$ cat config.mk
export PLATFORM = sky130hd
export DESIGN_NAME = vga_pattern_gen
export DESIGN_NICKNAME = d
export VERILOG_FILES = /design/src/rtl/vga_pattern_gen.sv
export SDC_FILE = /design/constraint.sdc
export NUM_CORES = 1
export LEC_CHECK = 0
export CAP_MARGIN = 25
export CORE_ASPECT_RATIO = 0.9
export CORE_MARGIN = 10
export CORE_UTILIZATION = 45
export CTS_CLUSTER_SIZE = 28
export DETAILED_ROUTE_END_ITERATION = 8
export PLACE_DENSITY = 0.69
export SYNTH_ARGS = -nofsm -noshare
export SYNTH_HDL_FRONTEND = slang
export SYNTH_SLANG_ARGS = --single-unit
export TNS_END_PERCENT = 5
$ cat constraint.sdc
create_clock -name vgaclk -period 3.85 [get_ports vgaclk]
set_input_delay 0.77 -clock vgaclk [delete_from_list [all_inputs] [get_ports vgaclk]]
set_output_delay 0.77 -clock vgaclk [all_outputs]
set_load 0.01 [all_outputs]
$ cat src/rtl/vga_pattern_gen.sv
// vga_pattern_gen: parametrised VGA timing and test-pattern generator.
// A single registered output stage keeps position, syncs, de and RGB aligned.
module vga_pattern_gen #(
    parameter int H_VISIBLE = 640,
    parameter int H_FP      = 16,
    parameter int H_SYNC    = 96,
    parameter int H_BP      = 48,
    parameter int V_VISIBLE = 480,
    parameter int V_FP      = 10,
    parameter int V_SYNC    = 2,
    parameter int V_BP      = 33,
    parameter int HSYNC_POL = 0,
    parameter int VSYNC_POL = 0,
    parameter int COLOR_W   = 4,
    localparam int H_TOTAL  = H_VISIBLE + H_FP + H_SYNC + H_BP,
    localparam int V_TOTAL  = V_VISIBLE + V_FP + V_SYNC + V_BP,
    localparam int HC_W     = $clog2(H_TOTAL),
    localparam int VC_W     = $clog2(V_TOTAL)
) (
    input  logic                 vgaclk,
    input  logic                 rst,
    input  logic                 pix_en,
    input  logic [1:0]           mode,
    input  logic [3*COLOR_W-1:0] fg_rgb,
    output logic [HC_W-1:0]      hc_out,
    output logic [VC_W-1:0]      vc_out,
    output logic                 hsync,
    output logic                 vsync,
    output logic                 de,
    output logic [COLOR_W-1:0]   red,
    output logic [COLOR_W-1:0]   green,
    output logic [COLOR_W-1:0]   blue,
    output logic                 frame_start,
    output logic [7:0]           frame_cnt
);
    localparam int BAR_W = H_VISIBLE / 8;
    localparam int BP_W  = (BAR_W > 1) ? $clog2(BAR_W) : 1;
    localparam int HS_LO = H_VISIBLE + H_FP;
    localparam int HS_HI = HS_LO + H_SYNC - 1;
    localparam int VS_LO = V_VISIBLE + V_FP;
    localparam int VS_HI = VS_LO + V_SYNC - 1;
    localparam logic HS_ON = 1'(HSYNC_POL);
    localparam logic VS_ON = 1'(VSYNC_POL);

    logic [HC_W-1:0]      hc_q, hc_d;
    logic [VC_W-1:0]      vc_q, vc_d;
    logic [BP_W-1:0]      bpx_q, bpx_d;
    logic [2:0]           bar_q, bar_d;
    logic [1:0]           pat_q, pat_d;
    logic                 line_end, frame_end, origin;
    logic                 de_d, hs_d, vs_d;
    logic                 hb5, vb5;
    logic [COLOR_W-1:0]   grey_d;
    logic [3*COLOR_W-1:0] rgb_d;

    // Next raster position, bar tracking and frame-synchronised pattern
    always_comb begin
        line_end  = (hc_q == HC_W'(H_TOTAL - 1));
        frame_end = line_end && (vc_q == VC_W'(V_TOTAL - 1));
        origin    = (hc_q == '0) && (vc_q == '0);
        hc_d      = line_end ? '0 : hc_q + HC_W'(1);
        vc_d      = vc_q;
        if (line_end) begin
            vc_d = frame_end ? '0 : vc_q + VC_W'(1);
        end
        bpx_d = bpx_q + BP_W'(1);
        bar_d = bar_q;
        if (line_end) begin
            bpx_d = '0;
            bar_d = '0;
        end else if (bpx_q == BP_W'(BAR_W - 1)) begin
            bpx_d = '0;
            bar_d = bar_q + 3'd1;
        end
        pat_d = origin ? mode : pat_q;
    end

    // Pixel attributes of the current raster position
    always_comb begin
        de_d = (hc_q < HC_W'(H_VISIBLE)) && (vc_q < VC_W'(V_VISIBLE));
        hs_d = (hc_q >= HC_W'(HS_LO) && hc_q <= HC_W'(HS_HI)) ? HS_ON : ~HS_ON;
        vs_d = (vc_q >= VC_W'(VS_LO) && vc_q <= VC_W'(VS_HI)) ? VS_ON : ~VS_ON;
        hb5    = |(hc_q & HC_W'(32));
        vb5    = |(vc_q & VC_W'(32));
        grey_d = COLOR_W'(hc_q >> 6);
        rgb_d  = '0;
        unique case (pat_d)
            2'd0: rgb_d = fg_rgb;
            2'd1: rgb_d = {{COLOR_W{bar_q[0]}},
                           {COLOR_W{bar_q[1]}},
                           {COLOR_W{bar_q[2]}}};
            2'd2: rgb_d = (hb5 ^ vb5) ? '0 : fg_rgb;
            2'd3: rgb_d = {grey_d, grey_d, grey_d};
            default: rgb_d = '0;
        endcase
        if (!de_d) begin
            rgb_d = '0;
        end
    end

    // Raster counters and latched pattern advance only on enabled cycles
    always_ff @(posedge vgaclk or posedge rst) begin
        if (rst) begin
            hc_q  <= '0;
            vc_q  <= '0;
            bpx_q <= '0;
            bar_q <= '0;
            pat_q <= '0;
        end else if (pix_en) begin
            hc_q  <= hc_d;
            vc_q  <= vc_d;
            bpx_q <= bpx_d;
            bar_q <= bar_d;
            pat_q <= pat_d;
        end
    end

    // Output register; frame_start drops on every edge that is not enabled
    always_ff @(posedge vgaclk or posedge rst) begin
        if (rst) begin
            hc_out      <= '0;
            vc_out      <= '0;
            hsync       <= ~HS_ON;
            vsync       <= ~VS_ON;
            de          <= 1'b0;
            red         <= '0;
            green       <= '0;
            blue        <= '0;
            frame_start <= 1'b0;
            frame_cnt   <= 8'd0;
        end else begin
            frame_start <= pix_en && origin;
            if (pix_en) begin
                hc_out               <= hc_q;
                vc_out               <= vc_q;
                hsync                <= hs_d;
                vsync                <= vs_d;
                de                   <= de_d;
                {red, green, blue}   <= rgb_d;
                if (frame_end) begin
                    frame_cnt <= frame_cnt + 8'd1;
                end
            end
        end
    end
endmodule

Yosys cells after proc, flatten, opt, wreduce, memory -nomap -nowiden:

Index checks and enable logic that the tools add are counted.

* bits in registers: 76
* output and inout bits: 44
* word-level logic and storage cells: 58

* add/subtract/negate cells: 5
* order comparisons: 6
* equal/unequal tests: 6
* mux-type cells: 12
* bitwise operators: 1
* reduce and logical (&&, ||, !) cells: 13

Operators with widths (count)
* $pmux 12 s4: 1
* $mux 12: 2
* $add 10x1->10 const B: 2
* $eq 10x10->1 const B: 2
* $logic_not 10->1: 2
* $mux 10: 2
* $mux 7: 2
* $ge 10x10->1 const B: 1
* $ge 10x9->1 const B: 1
* $le 10x10->1 const B: 1
* $le 10x9->1 const B: 1
* $lt 10x10->1 const B: 1
* $lt 10x9->1 const B: 1
* $add 8x1->8 const B: 1
* $add 7x1->7 const B: 1
* $eq 7x7->1 const B: 1
* $logic_and 1x1->1: 6
* $mux 3: 2
* $reduce_and 2->1: 3
* $eq 2x2->1 const B: 2
* $add 3x1->3 const B: 1
* $eq 2x1->1 const B: 1
* $logic_not 2->1: 1
* $mux 1: 2
* 3 further kinds: 3

Depth between registers and ports, before layout:

* word-level depth: 6
* depth in mapped cells: 9

Worst setup path before layout:

OpenSTA, ideal clock, no wires.

* path type: input-to-reg
* start point: in pix_en
* end point: reg frame_cnt[7]
* setup time: 0.124 ns
* arrival time: 1.821 ns
* slack: 1.905 ns
* stages on the path: 6
* cell sequence: nand2_1 nand4b_2 nor2_4 nand4_1 or2_1 xnor2_1

* word-level cells in the longest chain between the ends: 1

RTL lines
* from (decl): line 22 `input logic pix_en,`
* $reduce_and 2->1 (no line)
* to (signal assigned): line 141 `frame_cnt <= frame_cnt + 8'd1;`
* to (decl): line 34 `output logic [7:0] frame_cnt`

Every way passes these cells.
A chain may end at the register's enable or synchronous reset.

Worst setup path in the final report:

Same ends and word-level chain as after synthesis.

==> flow_metrics.py <==
metrics = {
    "detailed_routing": {
        "drt_iter0_drc": 128,
        "drcViolationCount": 0,
        "ant_nets": 0,
        "drtPass1Iterations": 4,
        "vias": 2687,
        "vias_per_cell": 5.473,
        "routedWlPerCell_um": 16.71,
        "drt_wl_total_um": 8207,
    },
    "outcome": {
        "status": "complete, no violations",
    },
    "placement": {
        "place_area_um2": 4324,
        "gp_congestion": 0.8431,
        "dp_hpwl_um": 5842,
        "port_buffers": 60,
    },
    "global_routing": {
        "grt_pass1_vias": 2726,
        "grt_usage_pct": 14.02,
        "grt_max_degree": 77,
        "grt.overflow.total": 0,
        "grt_pass1_wl_um": 13950,
        "antenna_found_initial": 0,
    },
    "clock_tree": {
        "cts_sinks": 76,
        "cts_buffers": 9,
        "clock_latency_ns": 0.34,
        "cts.htree.levels": 3,
        "cts_root_buffer": "clkbuf_8",
        "cts_tree": "built",
        "cts-resized-gates": 0,
        "clk_pin_slew_ns": 0.07,
        "hold_buffers": 0,
        "post_cts_buffers": 0,
        "cts_max_path_buffers": 2,
    },
    "die": {
        "core_area_um2": 7951,
        "die_area_um2": 12080,
        "die_h_um": 105.3,
        "die_x_um": 114.8,
        "row_count": 31,
        "pin_count": 61,
        "initial_core_util_pct": 45.73,
    },
    "synthesis": {
        "synth_seq_cells": 76,
        "syn_avg_cell_area_um2": 11.15,
        "yosysSeqAreaShare_pct": 52.37,
        "yosys.area.top_type": "dfrtp_1",
        "synth_top_area_share_pct": 50.93,
        "synth_nets": 350,
        "synth.distinct_cells": 53,
        "syn_inst": 326,
        "yosys_warnings": 0,
        "netlist_area_um2": 3636,
        "synth.area.top_cells": "dfrtp_1 (51%), mux2_2 (7.7%), xnor2_1 (3.6%)",
    },
    "worst_setup_path": {
        "rrSetupSlack_ns": 1.58,
        "critPathMaxFanout": 6,
        "reg2reg_from": "vc_q[4]",
        "setup.worst_path.class": "input pin to flop",
        "endpoint_kind": "flop",
        "crit_arrival_ns": 2.52,
        "critPathLaunchType": "input pin",
        "crit_required_ns": 4.08,
        "cp-startpoint": "pix_en",
        "ff2ff_path_depth": 6,
        "r2r-end": "red[3]",
    },
    "sta": {
        "fin_tns_setup_ns": 0,
        "hold_viol": 0,
        "period_needed_ns": 2.286,
        "worstMarginPinSlew_ns": 0.6261,
        "fin_skew_ns": 0.007852,
        "rsz0062_at_grt": "no",
        "timing.slew.headroom_pct": 58.11,
        "whs_ns": 0.4808,
        "finalCritPeriodShare_pct": 59.38,
        "max_freq_mhz": 437.4,
        "slew_viol_final": 0,
        "setup_viol": 0,
    },
    "final_layout": {
        "fin_area_um2": 4514,
        "syn2layout_area_growth_pct": 24.16,
        "antenna_cells": 0,
        "final_cell_mix": "dfrtp_1 (74), clkdlybuf4s50_1 (60), nand2_1 (25), mux2_2 (25), o21ai_0 (24)",
        "final_common_cell": "dfrtp_1",
        "drive_gt1_share_pct": 14.29,
        "nets": 413,
        "utilization_pct": 56.77,
    },
    "run": {
        "maxCapViolations": 0,
    },
    "power_and_ir_drop": {
        "peakVddDrop_uv": 314.3,
        "powerDensity_nw_per_um2": 455.7,
        "leakage_uw": 0.001942,
    },
    "min_path": {
        "min_from": "frame_cnt[7]",
        "whs_path_depth": 1,
        "min_to": "frame_cnt[7]",
        "hold_path.class": "flop to flop",
    },
}
-- worst max path at each step --
stage / end / slack (ns) / cells past startpoint
detailed placement: frame_cnt[7] / 1.19 / 7
global route: frame_cnt[7] / 1.45 / 7
floorplan: bar_q[0] / 1.14 / 1
global placement: frame_cnt[7] / 1.23 / 7
CTS: frame_cnt[7] / 1.57 / 7
finish: frame_cnt[7] / 1.56 / 7
-- routing by layer --
metal	GRT usage [%]	wire length (um)
met5	0	0
met4	5.035	116
met3	4.819	545
met2	21.50	3841
met1	17.96	3702
-- registers in the layout (all words and copies together) (netlist names) --
register / count
vsync: 1
hc_out: 10
frame_cnt: 8
green: 4
vc_out: 10
hc_q: 10
de: 1
red: 4
blue: 4
bar_q: 3
vc_q: 10
frame_start: 1
hsync: 1
pat_q: 2
bpx_q: 7
-- where the power goes --
| group | internal [uW] | switching [uW] | total, uW |
|---|---|---|---|
| clock network | 327 | 271 | 598 |
| registers | 905 | 114 | 1020 |
| logic | 225 | 215 | 440 |
-- cell usage after synthesis, drive strengths merged --
cell	instances
o22ai	1
clkbuf	3
and2	3
dfstp	2
inv	9
nor3	4
buf	7
nand4b	1
o2bb2ai	14
and2b	1
ha	7
nand2	26
a21o	1
and3	5
o21bai	1
o21ai	28
nor2	24
clkinv	1
a31oi	3
dfrtp	74
or2	2
a22oi	1
mux2i	5
or2b	1
nand4	14
nand3	8
nand2b	2
nor2b	2
a22o	2
xnor2	15
xor2	7
nor4	3
o31ai	1
nand3b	2
mux2	26
and4b	2
dlygate4sd3	1
a21oi	16
a211oi	1
-- through the flow --
| step | setup WS (ns) | power (uW) | std cells |
|---|---|---|---|
| 2_1_floorplan | 1.145 | 1298 | 326 |
| 3_3_place_gp | 1.226 | 1461 | 477 |
| 5_1_grt | 1.446 | 2182 | 491 |
| 4_1_cts | 1.567 | 2083 | 491 |
| 6_report | 1.564 | 2057 | 491 |
| 3_5_place_dp | 1.190 | 1475 | 477 |
-- final cells by class --
cell class	instances	area [um2]
clock buffers	12	155.1
multi-input cells	229	1623
inverters	10	37.54
well taps	99	123.9
clock inverters	2	35.03
repair buffers	63	635.6
flip-flops and latches	76	1904
fillers	675	3437
-- critical path, stage by stage --
cell             delay (ns)
clkdlybuf4s50_1        0.50
nand2_1                0.13
nand4b_2               0.34
nor2_4                 0.22
nand4_1                0.16
or2_1                  0.27
xnor2_1                0.12
-- logic make-up after synthesis --
logic type      share of synthesized area [%]
compound gates                          11.74
xor+xnor                                5.300
fa+ha+maj                               2.409
buf+inv                                 2.993
flops                                   52.37
mux                                     9.532
simple gates                            15.66
Power figures use the tool's default switching activity.
